**src/rtl/unflatten_buffer_pkg.sv**
```systemverilog
// Shared CNN definitions for the unflatten buffer.
// Holds the default pixel width and feature-map size, plus the buffer FSM state type.
package unflatten_buffer_pkg;

    localparam int unsigned DefDataWidth     = 8;
    localparam int unsigned DefPoolOfmapSize = 2;
    localparam int unsigned DefPoolPixelCnt  = DefPoolOfmapSize * DefPoolOfmapSize;

    typedef enum logic [1:0] {
        StIdle,
        StFill,
        StFull
    } buf_state_e;

endpackage

```
**src/rtl/unflatten_buffer_raster_counter.sv**
```systemverilog
// Row-major raster position generator for a square SIZE x SIZE map.
// Ports:
//   clk, reset_n : clock, asynchronous active-low reset
//   clear        : synchronous return to position (0,0); wins over enable
//   enable       : advance one position
//   row, col     : current write position
//   last         : current position is the final pixel of the frame
module raster_counter
    import unflatten_buffer_pkg::*;
#(
    parameter int unsigned SIZE  = DefPoolOfmapSize,
    parameter int unsigned IDX_W = (SIZE > 1) ? $clog2(SIZE) : 1
) (
    input  logic             clk,
    input  logic             reset_n,
    input  logic             clear,
    input  logic             enable,
    output logic [IDX_W-1:0] row,
    output logic [IDX_W-1:0] col,
    output logic             last
);

    localparam logic [IDX_W-1:0] MaxIdx = IDX_W'(SIZE - 1);

    logic [IDX_W-1:0] row_q, row_d;
    logic [IDX_W-1:0] col_q, col_d;
    logic             col_wrap;

    assign col_wrap = (col_q == MaxIdx);
    assign last     = col_wrap && (row_q == MaxIdx);

    always_comb begin
        row_d = row_q;
        col_d = col_q;
        if (clear) begin
            row_d = '0;
            col_d = '0;
        end else if (enable) begin
            if (last) begin
                row_d = '0;
                col_d = '0;
            end else if (col_wrap) begin
                row_d = row_q + IDX_W'(1);
                col_d = '0;
            end else begin
                col_d = col_q + IDX_W'(1);
            end
        end
    end

    always_ff @(posedge clk or negedge reset_n) begin
        if (!reset_n) begin
            row_q <= '0;
            col_q <= '0;
        end else begin
            row_q <= row_d;
            col_q <= col_d;
        end
    end

    assign row = row_q;
    assign col = col_q;

endmodule

```
**src/rtl/unflatten_buffer.sv**
```systemverilog
// Reassembles a row-major serial pixel stream into a square 2D feature map.
// Ports:
//   clk, reset_n          : clock, asynchronous active-low reset
//   clear                 : synchronous discard of the partial or held frame
//   in_pixel/valid/ready  : serial pixel input handshake
//   feature_out           : assembled map, [row][col]; qualified only by out_valid
//   out_valid/out_ready   : frame output handshake
//   fill_count            : pixels held in the current frame
module unflatten_buffer
    import unflatten_buffer_pkg::*;
#(
    parameter int unsigned DATA_WIDTH       = DefDataWidth,
    parameter int unsigned POOL_OFMAP_SIZE  = DefPoolOfmapSize,
    parameter int unsigned POOL_PIXEL_COUNT = POOL_OFMAP_SIZE * POOL_OFMAP_SIZE,
    localparam int unsigned IdxW = (POOL_OFMAP_SIZE > 1) ? $clog2(POOL_OFMAP_SIZE) : 1,
    localparam int unsigned CntW = $clog2(POOL_PIXEL_COUNT + 1)
) (
    input  logic                  clk,
    input  logic                  reset_n,
    input  logic                  clear,
    input  logic [DATA_WIDTH-1:0] in_pixel,
    input  logic                  in_valid,
    output logic                  in_ready,
    output logic [0:POOL_OFMAP_SIZE-1][0:POOL_OFMAP_SIZE-1][DATA_WIDTH-1:0] feature_out,
    output logic                  out_valid,
    input  logic                  out_ready,
    output logic [CntW-1:0]       fill_count
);

    buf_state_e      state_q, state_d;
    logic [CntW-1:0] fill_q, fill_d;
    logic [0:POOL_OFMAP_SIZE-1][0:POOL_OFMAP_SIZE-1][DATA_WIDTH-1:0] feature_q;

    logic [IdxW-1:0] row, col;
    logic            last;
    logic            accept;
    logic            out_xfer;

    assign in_ready  = (state_q != StFull);
    assign out_valid = (state_q == StFull);
    // clear drops any pixel or frame transfer presented in the same cycle
    assign accept    = in_valid && in_ready && !clear;
    assign out_xfer  = out_valid && out_ready && !clear;

    raster_counter #(
        .SIZE  (POOL_OFMAP_SIZE),
        .IDX_W (IdxW)
    ) u_raster (
        .clk     (clk),
        .reset_n (reset_n),
        .clear   (clear),
        .enable  (accept),
        .row     (row),
        .col     (col),
        .last    (last)
    );

    always_comb begin
        state_d = state_q;
        fill_d  = fill_q;
        if (clear) begin
            state_d = StIdle;
            fill_d  = '0;
        end else begin
            case (state_q)
                StIdle: begin
                    if (accept) begin
                        // a one-pixel frame completes on its first pixel
                        state_d = last ? StFull : StFill;
                        fill_d  = fill_q + CntW'(1);
                    end
                end
                StFill: begin
                    if (accept) begin
                        if (last) state_d = StFull;
                        fill_d = fill_q + CntW'(1);
                    end
                end
                StFull: begin
                    if (out_xfer) begin
                        state_d = StIdle;
                        fill_d  = '0;
                    end
                end
                default: begin
                    state_d = StIdle;
                    fill_d  = '0;
                end
            endcase
        end
    end

    always_ff @(posedge clk or negedge reset_n) begin
        if (!reset_n) begin
            state_q <= StIdle;
            fill_q  <= '0;
        end else begin
            state_q <= state_d;
            fill_q  <= fill_d;
        end
    end

    // Unwritten cells deliberately keep stale data from earlier frames.
    always_ff @(posedge clk or negedge reset_n) begin
        if (!reset_n) begin
            feature_q <= '0;
        end else if (accept) begin
            feature_q[row][col] <= in_pixel;
        end
    end

    assign feature_out = feature_q;
    assign fill_count  = fill_q;

endmodule

```
**config.mk**
```make
export PLATFORM = sky130hd
export DESIGN_NAME = unflatten_buffer
export DESIGN_NICKNAME = d
export VERILOG_FILES = /design/src/rtl/unflatten_buffer_pkg.sv /design/src/rtl/unflatten_buffer_raster_counter.sv /design/src/rtl/unflatten_buffer.sv
export SDC_FILE = /design/constraint.sdc
export NUM_CORES = 1
export LEC_CHECK = 0
export CORE_MARGIN = 4
export CORE_UTILIZATION = 41
export DETAILED_ROUTE_END_ITERATION = 12
export PLACE_DENSITY = 0.81
export SYNTH_ARGS = -nofsm -noshare
export SYNTH_HDL_FRONTEND = slang
export SYNTH_SLANG_ARGS = --single-unit
export TNS_END_PERCENT = 20
```
**constraint.sdc**
```tcl
create_clock -name clk -period 1.57 [get_ports clk]
set_input_delay 0.471 -clock clk [delete_from_list [all_inputs] [get_ports clk]]
set_output_delay 0.471 -clock clk [all_outputs]
set_load 0.01 [all_outputs]
```
### Yosys cells after proc, flatten, opt, wreduce, memory -nomap -nowiden

Index checks and enable logic that the tools add are counted.

* flip-flop bits (word level): 39
* input port bits: 13

* $add $sub $neg: 3
* order comparisons: 4
* equal/unequal tests: 8
* muxes and demuxes: 24
* bitwise logic cells: 2
* reduce and logical (&&, ||, !) cells: 15

Operator list (count)
* bitwise mux 32 bit: 1
* demux 16 bit (select 1 bit): 1
* two-way mux 16 bit: 1
* two-way mux 2 bit: 6
* two-way mux 3 bit: 3
* != test 3 bit, second input constant: 3
* demux 8 bit (select 1 bit): 1
* two-way mux 1 bit: 8
* two-way mux 8 bit: 1
* logical AND 1 bit: 7
* one-hot mux 2 bit (3 select lines): 1
* one-hot mux 3 bit (2 select lines): 1
* greater-or-equal comparator 2 bit, second input constant: 2
* < comparator 2 x 1 -> 1 bit, second input constant: 2
* NOT 1 -> 2 bit: 2
* AND reduction 2 bit: 2
* AND reduction 4 bit: 1
* adder 3 x 1 -> 3 bit, second input constant: 1
* != test 3 x 1 -> 1 bit, second input constant: 1
* != test 3 x 2 -> 1 bit, second input constant: 1
* nonzero test 3 bit: 1
* adder 1 bit, second input constant: 2
* equality test 2 x 1 -> 1 bit, second input constant: 1
* equality test 2 bit, second input constant: 1
* 5 further kinds: 5

### Depth between registers and ports, before layout

Gate-level depths: netlist of the first run.

* word-level depth: 8
* gate-level depth with buffers: 5
* depth with buffers taken out: 4

### Modules after synthesis

A second synthesis of the first run with hierarchy kept.

* cell total of the unflattened synthesis: 106
* area total of the unflattened synthesis: 1670.4 um^2

Modules (own cells, without submodules)
* unflatten_buffer: times used 1, cells each 98, area an instance 1574.0 um^2
* raster_counter: times used 1, cells each 8, area an instance 96.3 um^2

### Least setup slack after synthesis of the first run

No wires, ideal clock.

* path type: input -> register
* from: in clear
* to: reg feature_q, in the netlist feature_out[16]
* setup time: 0.125 ns
* arrival: 1.696 ns
* data required time: 1.445 ns
* setup slack: -0.251 ns
* stages: 5
* path buffers: 2
* path through: buf_6 nand2b_1 or4b_4 buf_6 mux2_4

* word-level cells in the longest chain between the ends: 2

RTL lines
* start: declaration: line unflatten_buffer.sv:20 `input logic clear,`
* zero test 1 bit: line unflatten_buffer.sv:42 `assign accept = in_valid && in_ready && !clear;`
* logical AND 1 bit: line unflatten_buffer.sv:42
* end signal: indexed assignment: line unflatten_buffer.sv:108 `feature_q[row][col] <= in_pixel;`
* end: declaration: line unflatten_buffer.sv:32 `logic [0:POOL_OFMAP_SIZE-1][0:POOL_OFMAP_SIZE-1][DATA_WIDTH-1:0] feature_q;`

No other way between the ends.
A chain may end at the register's enable or synchronous reset.

### Worst setup path after layout of the first run

* from: reg state_q[1]
* to: reg feature_q, in the netlist feature_out[22]

* word-level cells in the longest chain between the ends: 3

RTL lines
* start: declaration: line unflatten_buffer.sv:30 `buf_state_e state_q, state_d;`
* start signal: assignment: line unflatten_buffer.sv:95 `state_q <= StIdle;`
* start signal: assignment: line unflatten_buffer.sv:98 `state_q <= state_d;`
* != test 2 bit: line unflatten_buffer.sv:39 `assign in_ready = (state_q != StFull);`
* logical AND 1 bit (2 in series): line unflatten_buffer.sv:42

No other way between the ends.

==> results of run 1 <==
[layout by cell type, fill, tap and decap left out, drive strengths merged]
cell type      instances
buf                   21
or4b                   2
dlygate4sd2           36
ha                     1
or3                    2
nand2                  2
o31ai                  1
a311o                  1
o211a                  1
nor3                   1
inv                    3
xnor2                  1
a21oi                  1
o2bb2ai                1
nor2b                  1
nand2b                 1
mux2                  32
o22a                   1
o21ai                  1
nor4                   2
clkdlybuf4s15          1
a32o                   1
clkdlybuf4s50          9
nand3                  1
clkbuf                 8
a21o                   1
or3b                   1
dfrtp                 39
nor2                   3
[per-layer routing]
metal | wire [um] | global-route usage, % | vias to the layer above
met4 | 85 | 5.637 | 0
met2 | 2101 | 29.80 | 50
met5 | 0 | 0 | -
li1 | - | - | 521
met3 | 246 | 6.311 | 9
met1 | 1572 | 18.57 | 581
[cells by family (layout without fill, tap and decap cells)]
family | Yosys count | count (layout) | synth area share, %
muxes | 32 | 32 | 23.71
adders and majority gates | 1 | 1 | 0.7598
xor gates and xnor gates | 1 | 1 | 0.5320
AOI/OAI and AO/OA | 9 | 9 | 4.407
buffers and inverters | 8 | 78 | 3.343
and+or+nand+nor | 15 | 16 | 7.978
DFF | 39 | 39 | 59.27
[state kept, by name, indices dropped and copies added, names as in the netlist]
name and flops:
state_q 2, u_raster.col 1, u_raster.row 1, fill_count 3, feature_out 32
[path summary, 6_finish.rpt]
kind | startpoint | to | cells past startpoint
min in group clk | feature_out[28] | feature_out[28] | 1
setup / recovery | state_q[1] | feature_out[22] | 4
max in group asynchronous | reset_n | u_raster.col | 2
hold / removal | reset_n | feature_out[26] | 2
setup reg to reg | state_q[1] | feature_out[22] | 4
hold reg to reg | feature_out[28] | feature_out[28] | 1
[power by group through the flow]
stage | combinational (mW) | sequential [mW] | clock, mW
global route | 0.859 | 1.38 | 0.794
CTS | 0.801 | 1.35 | 0.749
finish | 0.797 | 1.34 | 0.731
floorplan | 0.274 | 1.45 | 0
detailed placement | 0.941 | 1.37 | 0
global placement | 0.915 | 1.35 | 0
[stage by stage]
stage               setup WS [ps]  hold slack, ps  setup TNS (ps)
finish                     -80.59           231.2          -432.3
global route               -134.5           263.4           -1088
CTS                        -92.45           238.9          -498.6
detailed placement         -572.1           494.6          -18040
global placement           -541.5           492.1          -17080
floorplan                  -204.1           175.4           -2286
[worst max-delay path, stage by stage (launching register included)]
cell     delay (ps)
dfrtp_1         380
nor2b_4         140
buf_6           110
or4b_4          580
mux2_4          320
[area by class of cell]
| cell class | count | area [sq um] |
|---|---|---|
| Tap cell | 48 | 60.06 |
| Clock buffer | 8 | 100.1 |
| Timing Repair Buffer | 67 | 584.3 |
| Inverter | 3 | 11.26 |
| Multi-Input combinational cell | 59 | 646.9 |
| Fill cell | 280 | 1391 |
| Sequential cell | 39 | 977.2 |
[timing repair]
item                       CTS  global route
buffers inserted             2             0
pin swaps                    2             2
cloned                       1             0
gates resized for setup     47             8
setup endpoints to repair   70            31
==> impl_metrics.yaml, run 1 <==
status:
  status: "finished, violations left"
  failed_checks: "setup timing"
floorplanning:
  chipWidth_um: 71.37
  die_h_um: 71.37
  io_pins: 50
  fp.coreArea_sq_um: 3771
  start_util_pct: 43.66
  dieArea_sq_um: 5094
  rows: 22
detailed_routing:
  wl_per_cell_um: 17.88
  drtIter0Drc: 37
  ant_nets: 0
  firstDrtPassIters: 4
  drc_errors: 0
  wl_mm: 4.006
  viasPerCell: 5.183
  vias: 1161
power_and_ir_drop:
  p_int_mw: 2.082
  power_density_nw_per_um2: 1207
  sw_frac_of_total_pct: 27.53
  p_sw_mw: 0.7910
  leakage_nw: 1.196
  power_mw: 2.873
  comb_power_share_pct: 27.7
  p_clk_share_pct: 25.5
  pwr-share-seq_pct: 46.8
  ir_drop_v: 0.0007713
yosys:
  netlist_top_cells_count: "39 x dfrtp_1, 24 x mux2_2, 8 x mux2_4"
  seq_area_frac_synth_pct: 59.27
  syn_nets: 119
  synthTopCellsByArea: "dfrtp_1 59%, mux2_2 16%, mux2_4 7.3%, nor4_4 2.6%, buf_6 2.1%"
  yosys.area.top_type: "dfrtp_1"
  yosys.cell_types.count: 28
  synth_enable_flop_cells: 0
  async_reset_ff_share_pct: 100.0
  ys.flop_type: "dfrtp_1"
  yosys.area.top_type_share_pct: 59.27
  yosysMostFrequentCell: "dfrtp_1"
  yosysWarnings: 0
  ys_ff_latch: 39
  avgSynthCellArea_sq_um: 15.68
  syn-cell-area_sq_um: 1647
  syn_inst: 105
grt:
  antenna_found_initial: 0
  grtUsageTotal_pct: 16.86
  grt_pass1_wl_mm: 6.699
  grt_pass1_vias: 1371
  overflow: 0
  grt_max_degree: 40
sta:
  layout_min_cycle_time_ps: 1651
  slew_violations: 0
  rsz0062_at_grt: "yes"
  fin_skew_ps: 3.357
  timing.final.crit_share_pct: 105.1
  setup_ws_ps: -80.59
  setup_viol: 10
  timing.fmax_mhz: 605.8
  relSlewSlack_pct: 67.43
  worst_pin_slew_ps: 488.6
  hold_violations: 0
worst_setup_path:
  cp_max_fo: 5
  cp-start-kind: "flop"
  arrival_ps: 1820
  cp.required_ps: 1740
  critical_path_class: "reg2reg"
  end_kind: "flop"
  rrSetupSlack_ps: -80
placed_design:
  gp_congestion: 0.7285
  placed_area_sq_um: 2276
  dp_hpwl_mm: 2.848
  port_buffers: 49
  place_inst: 213
finish:
  synthToLayoutAreaGrowth_pct: 44.53
  fin_util_pct: 63.11
  fin_area_sq_um: 2380
  n_antenna_cell: 0
  fin_cells: 224
  drive_gt1_share_pct: 39.20
  fin_nets: 189
clock_network:
  clk_latency_ps: 290
  cts.sinks: 39
  cts_made_buffers: 5
  cts-root-buf: "clkbuf_8"
  tritoncts: "done"
  htreeDepth: 2
  ctsHoldBuffers: 0
  path_clk_slew_ps: 70
  clockBufferDepth: 2
run:
  drv_cap: 0
worst_hold_path:
  hold_class: "in2async"
(Power assumes the default switching activity.)
==> run 2: changes to the inputs <==
--- a/config.mk
+++ b/config.mk
@@ -9,6 +9,7 @@
 export CORE_UTILIZATION = 41
 export DETAILED_ROUTE_END_ITERATION = 12
 export PLACE_DENSITY = 0.81
+export SETUP_SLACK_MARGIN = 0.15
 export SYNTH_ARGS = -nofsm -noshare
 export SYNTH_HDL_FRONTEND = slang
 export SYNTH_SLANG_ARGS = --single-unit
==> impl_metrics.yaml, run 2 (synthesis results as in run 1) <==
sta:
  fin_skew_ps: 2.605
  hold_slack_ps: 222.0
  worst_pin_slew_ps: 479.0
  rsz0062_at_grt: "yes"
  layout_min_cycle_time_ps: 1657
  timing.final.crit_share_pct: 105.5
  relSlewSlack_pct: 68.07
  hold_violations: 0
  setup_viol: 11
  setup_ws_ps: -87.11
  timing.fmax_mhz: 603.5
  setup_tns_ps: -513.9
  slew_violations: 0
placed_design:
  port_buffers: 49
  dp_hpwl_mm: 2.848
  dp_slack_ps: -572.1
  place_inst: 213
  gp_congestion: 0.7285
finish:
  synthToLayoutAreaGrowth_pct: 45.82
  fin_cells: 227
  drive_gt1_share_pct: 53.63
  mostFrequentLayoutCells: "38 x dfrtp_1, 18 x clkbuf_2, 16 x mux2_4, 16 x mux2_2, 15 x clkdlybuf4s15_1"
  fin_nets: 192
  layout_commonest_cell: "dfrtp_1"
  n_antenna_cell: 0
  largest_reg_flops: 32
detailed_routing:
  top_layer: "met4"
  met1_length_mm: 1.620
  drc_errors: 0
  vias: 1173
  ant_nets: 0
  met2_length_mm: 2.201
  drtIter0Drc: 73
  firstDrtPassIters: 4
  viasPerCell: 5.167
  met3WireLength_um: 263
  wl_per_cell_um: 18.30
  wl_mm: 4.153
floorplanning:
  chipWidth_um: 71.37
  start_util_pct: 43.66
  rows: 22
  io_pins: 50
  fp.coreArea_sq_um: 3771
  die_h_um: 71.37
  dieArea_sq_um: 5094
worst_hold_path:
  hold_class: "in2async"
clock_network:
  cts_made_buffers: 5
  ctsHoldBuffers: 0
  cts.sinks: 39
  cts-root-buf: "clkbuf_8"
  tritoncts: "done"
  clk_latency_ps: 280
  clockBufferDepth: 2
  path_clk_slew_ps: 70
  htreeDepth: 2
run:
  drv_cap: 0
grt:
  grt_max_degree: 40
  overflow: 0
  antenna_found_initial: 0
  grtUsageTotal_pct: 17.82
  grt_pass1_wl_mm: 7.058
  grt_pass1_vias: 1387
worst_setup_path:
  crit_start: "state_q[1]"
  end_kind: "flop"
  crit_chain: "nor2b_4 > buf_6 > or4b_4 > mux2_4"
  cp-start-kind: "flop"
  critical_path_class: "reg2reg"
  critPathMaxStageDelay_ps: 580
  cp_max_fo: 5
  cp.required_ps: 1740
  r2r_start: "state_q[1]"
  crit_path_top_delay_cell: "or4b_4"
  arrival_ps: 1830
power_and_ir_drop:
  leakage_nw: 1.174
  ir_drop_v: 0.0007851
  power_density_nw_per_um2: 1217
  power_mw: 2.921
status:
  failed_checks: "setup timing"
  status: "finished, violations left"
run 2: cell types whose count changed in the layout (fill, tap and decap cells not counted), sizes merged:
cell           before  now
buf                21   26
clkbuf              8   26
clkdlybuf4s15       1   17
dlygate4sd2        36    0
run 2: path summary, 6_finish.rpt:
kind / endpoint / depth (start not counted) / slack [ps]
worst max-delay path: feature_out[20] / 4 / -90
worst min-delay path: feature_out[26] / 2 / 220
worst max register to register: feature_out[20] / 4 / -90
worst min register to register: feature_out[28] / 1 / 510
max in group asynchronous: u_raster.col / 2 / 990
min in group clk: feature_out[28] / 1 / 510
run 2: power breakdown:
group | internal, mW | leakage [nW] | switching, mW
combinational | 0.480 | 0.631 | 0.345
sequential | 1.22 | 0.492 | 0.137
clock | 0.401 | 0.0515 | 0.335
run 2: repair_timing:
item                                    in CTS  in global routing
pin swaps                                    3                  0
endpoints found under the setup margin      75                 57
resized for setup                          104                 23
gates cloned                                 1                  0
setup buffers                                4                  1
run 2: through the flow:
stage	utilization (%)	instance area (sq um)
2_1_floorplan	-	1654
3_3_place_gp	60.35	2276
3_5_place_dp	60.35	2276
4_1_cts	65.99	2489
5_1_grt	63.67	2401
6_report	63.67	2401
run 2: final cells by class:
| class | instances | area, sq um |
|---|---|---|
| flip-flops and latches | 39 | 977.2 |
| inverters | 3 | 11.26 |
| fillers | 254 | 1370 |
| multi-input cells | 59 | 690.7 |
| well taps | 48 | 60.06 |
| repair buffers | 70 | 561.8 |
| clock buffers | 8 | 100.1 |
run 2: per-layer routing:
layer	global-route usage, %	vias to the layer above
li1	-	523
met1	20.96	603
met2	30.82	38
met3	6.171	9
met4	5.010	0
met5	0	-
run 2: worst max-delay path: cells and delay by family, from the launching register on:
kind,cells,cell delay [ps]
buffers and inverters,1,110
and+or+nand+nor,2,730
DFF,1,380
muxes,1,330
